**config.mk**
```make
export PLATFORM = sky130hd
export DESIGN_NAME = xif_coproc_issue_responder_flat
export DESIGN_NICKNAME = d
export VERILOG_FILES = /design/src/rtl/xif_coproc_pkg.sv /design/src/rtl/xif_coproc_issue_responder_if.sv /design/src/rtl/xif_coproc_rob.sv /design/src/rtl/xif_coproc_issue_responder.sv /design/src/flat_wrapper.sv
export SDC_FILE = /design/constraint.sdc
export NUM_CORES = 1
export LEC_CHECK = 0
export ABC_AREA = 1
export BUFFER_PORTS_ARGS = -buffer_cell sky130_fd_sc_hd__buf_4
export CAP_MARGIN = 25
export CORE_MARGIN = 5
export CORE_UTILIZATION = 40
export CTS_BUF_LIST = sky130_fd_sc_hd__clkbuf_8
export CTS_CLUSTER_SIZE = 20
export DETAILED_ROUTE_END_ITERATION = 8
export PLACE_DENSITY = 0.57
export SKIP_CTS_REPAIR_TIMING = 1
export SKIP_LAST_GASP = 1
export SYNTH_ARGS = -nofsm -noshare
export SYNTH_HDL_FRONTEND = slang
export SYNTH_SLANG_ARGS = --single-unit
```
**constraint.sdc**
```tcl
create_clock -name clk_i -period 5.05 [get_ports clk_i]
set_input_delay 0.2525 -clock clk_i [delete_from_list [all_inputs] [get_ports clk_i]]
set_output_delay 0.2525 -clock clk_i [all_outputs]
set_load 0.01 [all_outputs]
```
**src/rtl/xif_coproc_pkg.sv**
```systemverilog
// Shared types and constants for the CV-X-IF coprocessor issue responder.
// Latency: n/a (types, constants and a pure decode helper only).
// Backpressure: n/a.
package xif_coproc_pkg;

  localparam int PKG_XLEN     = 32;
  localparam int PKG_ID_WIDTH = 4;

  localparam logic [6:0] OPCODE_CUSTOM0 = 7'b0001011;

  typedef enum logic [2:0] {
    F3_ADD = 3'b000,
    F3_SLL = 3'b001,
    F3_XOR = 3'b100
  } funct3_e;

  // One outstanding instruction: destination, computed value and its commit fate
  typedef struct packed {
    logic [PKG_ID_WIDTH-1:0] id;
    logic [4:0]              rd;
    logic [PKG_XLEN-1:0]     data;
    logic                    committed;
    logic                    killed;
  } rob_entry_t;

  // True for the custom-0 ALU encodings this coprocessor executes
  function automatic logic is_custom_alu(input logic [31:0] instr);
    logic f3_ok;
    case (funct3_e'(instr[14:12]))
      F3_ADD, F3_SLL, F3_XOR: f3_ok = 1'b1;
      default:                f3_ok = 1'b0;
    endcase
    return (instr[6:0] == OPCODE_CUSTOM0) && (instr[31:25] == 7'd0) && f3_ok;
  endfunction

endpackage

```
**src/rtl/xif_coproc_issue_responder_if.sv**
```systemverilog
// Issue/commit/result bundle between the CPU (master) and the coprocessor (slave).
// Latency: n/a (wiring only).
// Backpressure: issue via issue_ready_o, result via result_ready_i.
interface xif_coproc_issue_responder_if #(
  parameter int XLEN       = 32,
  parameter int X_NUM_RS   = 2,
  parameter int X_ID_WIDTH = 4
);
  logic                     issue_valid_i;
  logic                     issue_ready_o;
  logic [31:0]              issue_instr_i;
  logic [1:0]               issue_mode_i;
  logic [X_ID_WIDTH-1:0]    issue_id_i;
  logic [X_NUM_RS*XLEN-1:0] issue_rs_i;
  logic [X_NUM_RS-1:0]      issue_rs_valid_i;
  logic                     issue_accept_o;
  logic                     issue_writeback_o;
  logic                     commit_valid_i;
  logic [X_ID_WIDTH-1:0]    commit_id_i;
  logic                     commit_kill_i;
  logic                     result_valid_o;
  logic                     result_ready_i;
  logic [X_ID_WIDTH-1:0]    result_id_o;
  logic [XLEN-1:0]          result_data_o;
  logic [4:0]               result_rd_o;
  logic                     result_we_o;

  modport master (
    output issue_valid_i, issue_instr_i, issue_mode_i, issue_id_i, issue_rs_i,
           issue_rs_valid_i, commit_valid_i, commit_id_i, commit_kill_i, result_ready_i,
    input  issue_ready_o, issue_accept_o, issue_writeback_o, result_valid_o,
           result_id_o, result_data_o, result_rd_o, result_we_o
  );

  modport slave (
    input  issue_valid_i, issue_instr_i, issue_mode_i, issue_id_i, issue_rs_i,
           issue_rs_valid_i, commit_valid_i, commit_id_i, commit_kill_i, result_ready_i,
    output issue_ready_o, issue_accept_o, issue_writeback_o, result_valid_o,
           result_id_o, result_data_o, result_rd_o, result_we_o
  );
endinterface

```
**src/rtl/xif_coproc_rob.sv**
```systemverilog
// In-order buffer of executed instructions awaiting commit/kill, with commit-by-ID search.
// Latency: push/commit/pop take effect on the next clock edge; head is a registered entry.
// Backpressure: caller must not push when count_o == DEPTH; pop only when head_vld_o.
module xif_coproc_rob
  import xif_coproc_pkg::*;
#(
  parameter int DEPTH = 4
) (
  input  logic                      clk_i,
  input  logic                      rst_ni,
  input  logic                      push_i,
  input  rob_entry_t                push_entry_i,
  input  logic                      commit_valid_i,
  input  logic [PKG_ID_WIDTH-1:0]   commit_id_i,
  input  logic                      commit_kill_i,
  input  logic                      pop_i,
  output logic                      head_vld_o,
  output rob_entry_t                head_o,
  output logic [$clog2(DEPTH):0]    count_o
);

  localparam int PW = $clog2(DEPTH);
  localparam int CW = PW + 1;

  rob_entry_t           mem_q [DEPTH];
  logic [DEPTH-1:0]     vld_q;
  logic [PW-1:0]        head_q;
  logic [PW-1:0]        tail_q;
  logic [CW-1:0]        count_q;

  logic                 hit;
  logic [PW-1:0]        hit_idx;
  logic [PW-1:0]        idx;
  logic                 push_hit;
  rob_entry_t           new_entry;

  // Oldest-first search for the commit target among the stored entries
  always_comb begin
    hit     = 1'b0;
    hit_idx = '0;
    idx     = '0;
    for (int i = 0; i < DEPTH; i++) begin
      idx = head_q + PW'(i);
      if (!hit && vld_q[idx] && (mem_q[idx].id == commit_id_i)) begin
        hit     = 1'b1;
        hit_idx = idx;
      end
    end
  end

  // A commit naming the instruction being pushed this cycle lands on the new entry
  always_comb begin
    push_hit            = commit_valid_i && !hit && (push_entry_i.id == commit_id_i);
    new_entry           = push_entry_i;
    new_entry.committed = push_hit && !commit_kill_i;
    new_entry.killed    = push_hit && commit_kill_i;
  end

  // Storage, pointer and occupancy update
  always_ff @(posedge clk_i or negedge rst_ni) begin
    if (!rst_ni) begin
      head_q  <= '0;
      tail_q  <= '0;
      count_q <= '0;
      vld_q   <= '0;
      for (int i = 0; i < DEPTH; i++) mem_q[i] <= '0;
    end else begin
      if (push_i) begin
        mem_q[tail_q] <= new_entry;
        vld_q[tail_q] <= 1'b1;
        tail_q        <= tail_q + 1'b1;
      end
      if (commit_valid_i && hit) begin
        if (commit_kill_i) mem_q[hit_idx].killed    <= 1'b1;
        else               mem_q[hit_idx].committed <= 1'b1;
      end
      if (pop_i) begin
        vld_q[head_q] <= 1'b0;
        head_q        <= head_q + 1'b1;
      end
      count_q <= count_q + CW'(push_i) - CW'(pop_i);
    end
  end

  assign head_vld_o = vld_q[head_q];
  assign head_o     = mem_q[head_q];
  assign count_o    = count_q;

endmodule

```
**src/rtl/xif_coproc_issue_responder.sv**
```systemverilog
// Coprocessor responder: decodes/executes custom-0 ALU ops, holds them in order until commit.
// Latency: accept/reject same cycle; result presented >=1 cycle after the head is committed.
// Backpressure: accepted ops stall when full or operands invalid; result held until result_ready_i.
module xif_coproc_issue_responder
  import xif_coproc_pkg::*;
#(
  parameter int XLEN       = PKG_XLEN,
  parameter int X_NUM_RS   = 2,
  parameter int X_ID_WIDTH = PKG_ID_WIDTH,
  parameter int DEPTH      = 4
) (
  input  logic                           clk_i,
  input  logic                           rst_ni,
  xif_coproc_issue_responder_if.slave    xif
);

  localparam int CW = $clog2(DEPTH) + 1;

  logic [XLEN-1:0] rs0;
  logic [XLEN-1:0] rs1;
  logic [XLEN-1:0] alu_res;
  logic            dec_ok;
  logic            push;
  rob_entry_t      push_entry;
  rob_entry_t      head_entry;
  logic            head_vld;
  logic [CW-1:0]   rob_count;
  logic            rob_pop;
  logic            pop_kill;
  logic            load;
  logic            res_fire;
  logic            res_vld_q;
  rob_entry_t      res_q;
  logic            res_we_q;
  logic            unused_bits;

  assign rs0    = xif.issue_rs_i[0 +: XLEN];
  assign rs1    = xif.issue_rs_i[XLEN +: XLEN];
  assign dec_ok = is_custom_alu(xif.issue_instr_i);

  // Custom-0 ALU datapath
  always_comb begin
    alu_res = '0;
    case (funct3_e'(xif.issue_instr_i[14:12]))
      F3_ADD:  alu_res = rs0 + rs1;
      F3_XOR:  alu_res = rs0 ^ rs1;
      F3_SLL:  alu_res = rs0 << rs1[4:0];
      default: alu_res = '0;
    endcase
  end

  // Rejects always handshake; accepts need space and both operands
  assign xif.issue_ready_o     = !dec_ok || ((rob_count < CW'(DEPTH)) &&
                                             xif.issue_rs_valid_i[0] && xif.issue_rs_valid_i[1]);
  assign xif.issue_accept_o    = xif.issue_valid_i && dec_ok;
  assign xif.issue_writeback_o = xif.issue_valid_i && dec_ok;
  assign push                  = xif.issue_valid_i && xif.issue_ready_o && dec_ok;

  assign push_entry = '{id: xif.issue_id_i, rd: xif.issue_instr_i[11:7], data: alu_res,
                        committed: 1'b0, killed: 1'b0};

  // Killed heads drain silently; committed heads move into the result register
  assign pop_kill = !res_vld_q && head_vld && head_entry.killed;
  assign load     = !res_vld_q && head_vld && head_entry.committed && !head_entry.killed;
  assign res_fire = res_vld_q && xif.result_ready_i;
  assign rob_pop  = pop_kill || res_fire;

  xif_coproc_rob #(.DEPTH(DEPTH)) u_rob (
    .clk_i          (clk_i),
    .rst_ni         (rst_ni),
    .push_i         (push),
    .push_entry_i   (push_entry),
    .commit_valid_i (xif.commit_valid_i),
    .commit_id_i    (xif.commit_id_i),
    .commit_kill_i  (xif.commit_kill_i),
    .pop_i          (rob_pop),
    .head_vld_o     (head_vld),
    .head_o         (head_entry),
    .count_o        (rob_count)
  );

  // Result register: holds the head copy stable until the CPU takes it
  always_ff @(posedge clk_i or negedge rst_ni) begin
    if (!rst_ni) begin
      res_vld_q <= 1'b0;
      res_q     <= '0;
      res_we_q  <= 1'b0;
    end else if (res_fire) begin
      res_vld_q <= 1'b0;
    end else if (load) begin
      res_vld_q <= 1'b1;
      res_q     <= head_entry;
      res_we_q  <= (head_entry.rd != 5'd0);
    end
  end

  assign xif.result_valid_o = res_vld_q;
  assign xif.result_id_o    = res_q.id;
  assign xif.result_data_o  = res_q.data;
  assign xif.result_rd_o    = res_q.rd;
  assign xif.result_we_o    = res_we_q;

  assign unused_bits = ^{xif.issue_mode_i, xif.issue_instr_i[24:15], res_q.committed, res_q.killed};

endmodule

```
**src/flat_wrapper.sv**
```systemverilog
// flat-port wrapper written by rule: the top's interface ports become plain ports
module xif_coproc_issue_responder_flat import xif_coproc_pkg::*;
#(
  parameter int XLEN       = PKG_XLEN,
  parameter int X_NUM_RS   = 2,
  parameter int X_ID_WIDTH = PKG_ID_WIDTH,
  parameter int DEPTH      = 4
)
  (clk_i, rst_ni, xif_issue_valid_i, xif_issue_instr_i, xif_issue_mode_i, xif_issue_id_i, xif_issue_rs_i, xif_issue_rs_valid_i, xif_commit_valid_i, xif_commit_id_i, xif_commit_kill_i, xif_result_ready_i, xif_issue_ready_o, xif_issue_accept_o, xif_issue_writeback_o, xif_result_valid_o, xif_result_id_o, xif_result_data_o, xif_result_rd_o, xif_result_we_o);
  xif_coproc_issue_responder_if #(.XLEN(XLEN), .X_NUM_RS(X_NUM_RS), .X_ID_WIDTH(X_ID_WIDTH)) xif_i ();
  input  logic clk_i;
  input  logic rst_ni;
  input wire logic [$bits(xif_i.issue_valid_i)-1:0] xif_issue_valid_i;
  input wire logic [$bits(xif_i.issue_instr_i)-1:0] xif_issue_instr_i;
  input wire logic [$bits(xif_i.issue_mode_i)-1:0] xif_issue_mode_i;
  input wire logic [$bits(xif_i.issue_id_i)-1:0] xif_issue_id_i;
  input wire logic [$bits(xif_i.issue_rs_i)-1:0] xif_issue_rs_i;
  input wire logic [$bits(xif_i.issue_rs_valid_i)-1:0] xif_issue_rs_valid_i;
  input wire logic [$bits(xif_i.commit_valid_i)-1:0] xif_commit_valid_i;
  input wire logic [$bits(xif_i.commit_id_i)-1:0] xif_commit_id_i;
  input wire logic [$bits(xif_i.commit_kill_i)-1:0] xif_commit_kill_i;
  input wire logic [$bits(xif_i.result_ready_i)-1:0] xif_result_ready_i;
  output wire logic [$bits(xif_i.issue_ready_o)-1:0] xif_issue_ready_o;
  output wire logic [$bits(xif_i.issue_accept_o)-1:0] xif_issue_accept_o;
  output wire logic [$bits(xif_i.issue_writeback_o)-1:0] xif_issue_writeback_o;
  output wire logic [$bits(xif_i.result_valid_o)-1:0] xif_result_valid_o;
  output wire logic [$bits(xif_i.result_id_o)-1:0] xif_result_id_o;
  output wire logic [$bits(xif_i.result_data_o)-1:0] xif_result_data_o;
  output wire logic [$bits(xif_i.result_rd_o)-1:0] xif_result_rd_o;
  output wire logic [$bits(xif_i.result_we_o)-1:0] xif_result_we_o;
  assign xif_i.issue_valid_i = xif_issue_valid_i;
  assign xif_i.issue_instr_i = xif_issue_instr_i;
  assign xif_i.issue_mode_i = xif_issue_mode_i;
  assign xif_i.issue_id_i = xif_issue_id_i;
  assign xif_i.issue_rs_i = xif_issue_rs_i;
  assign xif_i.issue_rs_valid_i = xif_issue_rs_valid_i;
  assign xif_i.commit_valid_i = xif_commit_valid_i;
  assign xif_i.commit_id_i = xif_commit_id_i;
  assign xif_i.commit_kill_i = xif_commit_kill_i;
  assign xif_i.result_ready_i = xif_result_ready_i;
  assign xif_issue_ready_o = xif_i.issue_ready_o;
  assign xif_issue_accept_o = xif_i.issue_accept_o;
  assign xif_issue_writeback_o = xif_i.issue_writeback_o;
  assign xif_result_valid_o = xif_i.result_valid_o;
  assign xif_result_id_o = xif_i.result_id_o;
  assign xif_result_data_o = xif_i.result_data_o;
  assign xif_result_rd_o = xif_i.result_rd_o;
  assign xif_result_we_o = xif_i.result_we_o;
  xif_coproc_issue_responder #(.XLEN(XLEN), .X_NUM_RS(X_NUM_RS), .X_ID_WIDTH(X_ID_WIDTH), .DEPTH(DEPTH)) u_core (.clk_i(clk_i), .rst_ni(rst_ni), .xif(xif_i));
endmodule
```
==> key figures <==
Route
  – Routed len/inst: roughly 18 um
  – DRC: 0
  – Total number of vias: between 10000 and 15000
  – Antenna Violating Nets Remaining: 0
  – Post-Route WL: a little over 50000 um
  – First-pass DRT Iterations: 7
  – Via/cell ratio: 5.34
  – Initial DRC count: 1229

Yosys
  – Synth top cells by count: nand2_1 (751), nor2_1 (283), o21ai_0 (237)
  – Post-synth ARST share: 1.00
  – Top FF cell, synth: dfrtp_1
  – Yosys Warn Count: 0
  – Post-synth EDFFs: 0
  – Yosys top cell by area: dfrtp_1
  – Dominant cell by count in the synthesized netlist: nand2_1
  – Mapped Cells: between 2000 and 2500
  – Post-synthesis sequential area ratio: 0.389
  – Syn Area/Cell: 6.69 um2
  – Post-Syn Area: 14500 um2
  – Post-synth top area share: 0.389
  – Area contributors post-synth: dfrtp_1 (39%), nand2_1 (19%), o21ai_0 (8.2%)
  – #FFs+latches synth: roughly 230
  – Syn nets: approximately 2300
  – Yosys cell types: 49

Clocking
  – CTS root buf: clkbuf_8
  – TritonCTS Buffers: 41
  – Reg clk slew, reported paths: ~60 ps
  – Clk Latency, worst-skew pair: approximately 560 ps
  – Clock buffer depth: 3
  – TritonCTS clock tree: done
  – H-tree depth: 2
  – Clock sinks: around 230

Critical path
  – CP Capture Type: flip-flop
  – Worst-path maximum fanout: 53
  – Nature of the critical path startpoint: flip-flop
  – Crit path DAT: approximately 4000 ps
  – Crit Path Category: flip-flop to flip-flop
  – Worst Path Required: roughly 5600 ps

Final layout
  – Sequential Area: about 5700 um2
  – Layout fillers: between 3000 and 4000
  – Multi-input logic area: roughly 8000 um2
  – N_diodes: 0
  – Final nets: roughly 2500
  – Final Util: 0.476
  – Post-route cell area: between 15000 and 20000 um2
  – Area Growth Syn to Fin: 17.0%
  – Share of layout cells above drive strength 1: 0.117

Timing
  – Setup Viol. Count Final: 0
  – RSZ-0062 raised after global routing: no
  – Worst Tran Pin Value: 1020 ps
  – Final min period: 3540 ps
  – Fmax: around 280 MHz
  – Setup TNS: 0 ps
  – Final hold vios: 0
  – Period utilization: 0.702
  – Slew Viols, Final: 0
  – Worst Clk Skew: 25.1 ps
  – Worst slew margin: 0.319

Global route
  – Tot GR Track Use: 0.244
  – Pin count of the biggest net entering global routing: around 110
  – Antenna violations before repair: 0
  – GR Overflow Total: 0
  – First-pass GRT wire length: just under 80000 um
  – Vias in the first global route: around 14000

Power and ir drop
  – Internal: 0.00337 W
  – Seq pwr share: 0.377
  – LEAKAGE: ~8.7 nW
  – Sw Ratio: 0.326
  – Combinational group share of total power: 0.232
  – Switching Power: roughly 0.0016 W
  – Power density of the placed cells: between 200 and 300 nW/um2
  – VDD IR-drop max: around 0.18 mV
  – Power share of the clock group: 0.391

Floorplanning
  – Core area: roughly 36000 um2
  – Cell row count: 69
  – Die Y: about 200 um
  – I/O pins: between 150 and 200
  – Die X: between 200 and 250 um
  – DIE AREA: between 40000 and 50000 um2
  – Initial Utilization: 0.407

Hold path
  – Hold WC Path Type: primary input to flip-flop

Place
  – DP Wirelength: between 30000 and 40000 um
  – DP Area: roughly 16000 um2
  – Port Buffers: between 100 and 150
  – GP Congestion: between 1 and 1.5

Job
  – Max-Cap Viols: 0

Run status
  – Status: finished clean
area by class of cell:
type	instances	area share
clock buffers	60	0.0485
repair buffers	174	0.0793
flip-flops and latches	226	0.332
well taps	461	0.0339
clock inverters	16	0.00757
inverters	145	0.0320
multi-input cells	1704	0.466
cells in the final DEF, fill, tap and decap left out, drive strengths merged, types with 51 or more instances in the layout:
| cell type | instances |
|---|---|
| inv | 152 |
| o21ai | 248 |
| clkbuf | 60 |
| buf | 170 |
| nand3 | 132 |
| a21oi | 67 |
| nor2 | 291 |
| a31oi | 51 |
| nand2 | 752 |
| dfrtp | 226 |
final timing paths:
path                                              from                 endpoint  slack (ps)  cells after the start
worst min-delay path              xif_issue_instr_i[8]                flip-flop           8                      3
worst min register to register               flip-flop                flip-flop         470                      2
worst max-delay path            u_core.u_rob.head_q[0]  u_core.u_rob.mem_q[130]        1510                     17
max in group asynchronous                       rst_ni                async pin        3570                      3
worst max register to register  u_core.u_rob.head_q[0]  u_core.u_rob.mem_q[130]        1510                     17
min in group asynchronous                       rst_ni                async pin         300                      2
per-stage QoR:
step                      power [W]  hold WS [ps]  worst slack (ps)  instances
after CTS                   0.00504          -264              1520       2780
after global placement      0.00305           347              1590       2704
after floorplan             0.00265         -43.1              2080       2175
final                       0.00499          8.42              1510       2786
after global routing        0.00528          7.35              1160       2786
after detailed placement    0.00306           349              1530       2704
power groups by stage:
| stage | logic (W) | registers [W] | clock network (W) |
|---|---|---|---|
| 5_1_grt | 0.00130 | 0.00189 | 0.00209 |
| 3_5_place_dp | 0.00114 | 0.00191 | 0 |
| 4_1_cts | 0.00115 | 0.00188 | 0.00201 |
| 3_3_place_gp | 0.00114 | 0.00191 | 0 |
| 6_report | 0.00116 | 0.00188 | 0.00195 |
| 2_1_floorplan | 0.000768 | 0.00189 | 0 |
metal layers:
metal  global-route usage  wire length [um]  share of wire  up-vias
met5                    0                 0              0        -
met4               0.0560              1050          0.021        0
met3               0.0355              2800          0.056       64
met2                0.415             23800           0.47      437
met1                0.332             22700           0.45     7031
li1                     -                 -              -     7356
critical path, stage by stage (launching register included):
cell and delay, ps:
dfrtp_2 770, inv_2 170, buf_4 480, buf_4 550, nand2_1 130, nand2_1 100
nand2_1 70, nand2_1 120, nor2_1 60, nor2_2 140, nand3_2 150, nand3_1 120
nand2_1 60, nor2_1 90, nand2_1 130, nand2_2 130, nand3_1 100, nand2_1 90
kinds of logic after synthesis:
kind of cell / after synthesis / share of synthesized area
flip-flops: 226 / 0.389
multiplexers: 5 / 0.00353
buffers and inverters: 245 / 0.0659
AND/OR/NAND/NOR: 1224 / 0.338
adder cells (fa/ha/maj): 44 / 0.0389
XOR/XNOR: 7 / 0.00422
AO/OA/AOI/OAI: 424 / 0.161
Power figures use the tool's default switching activity.
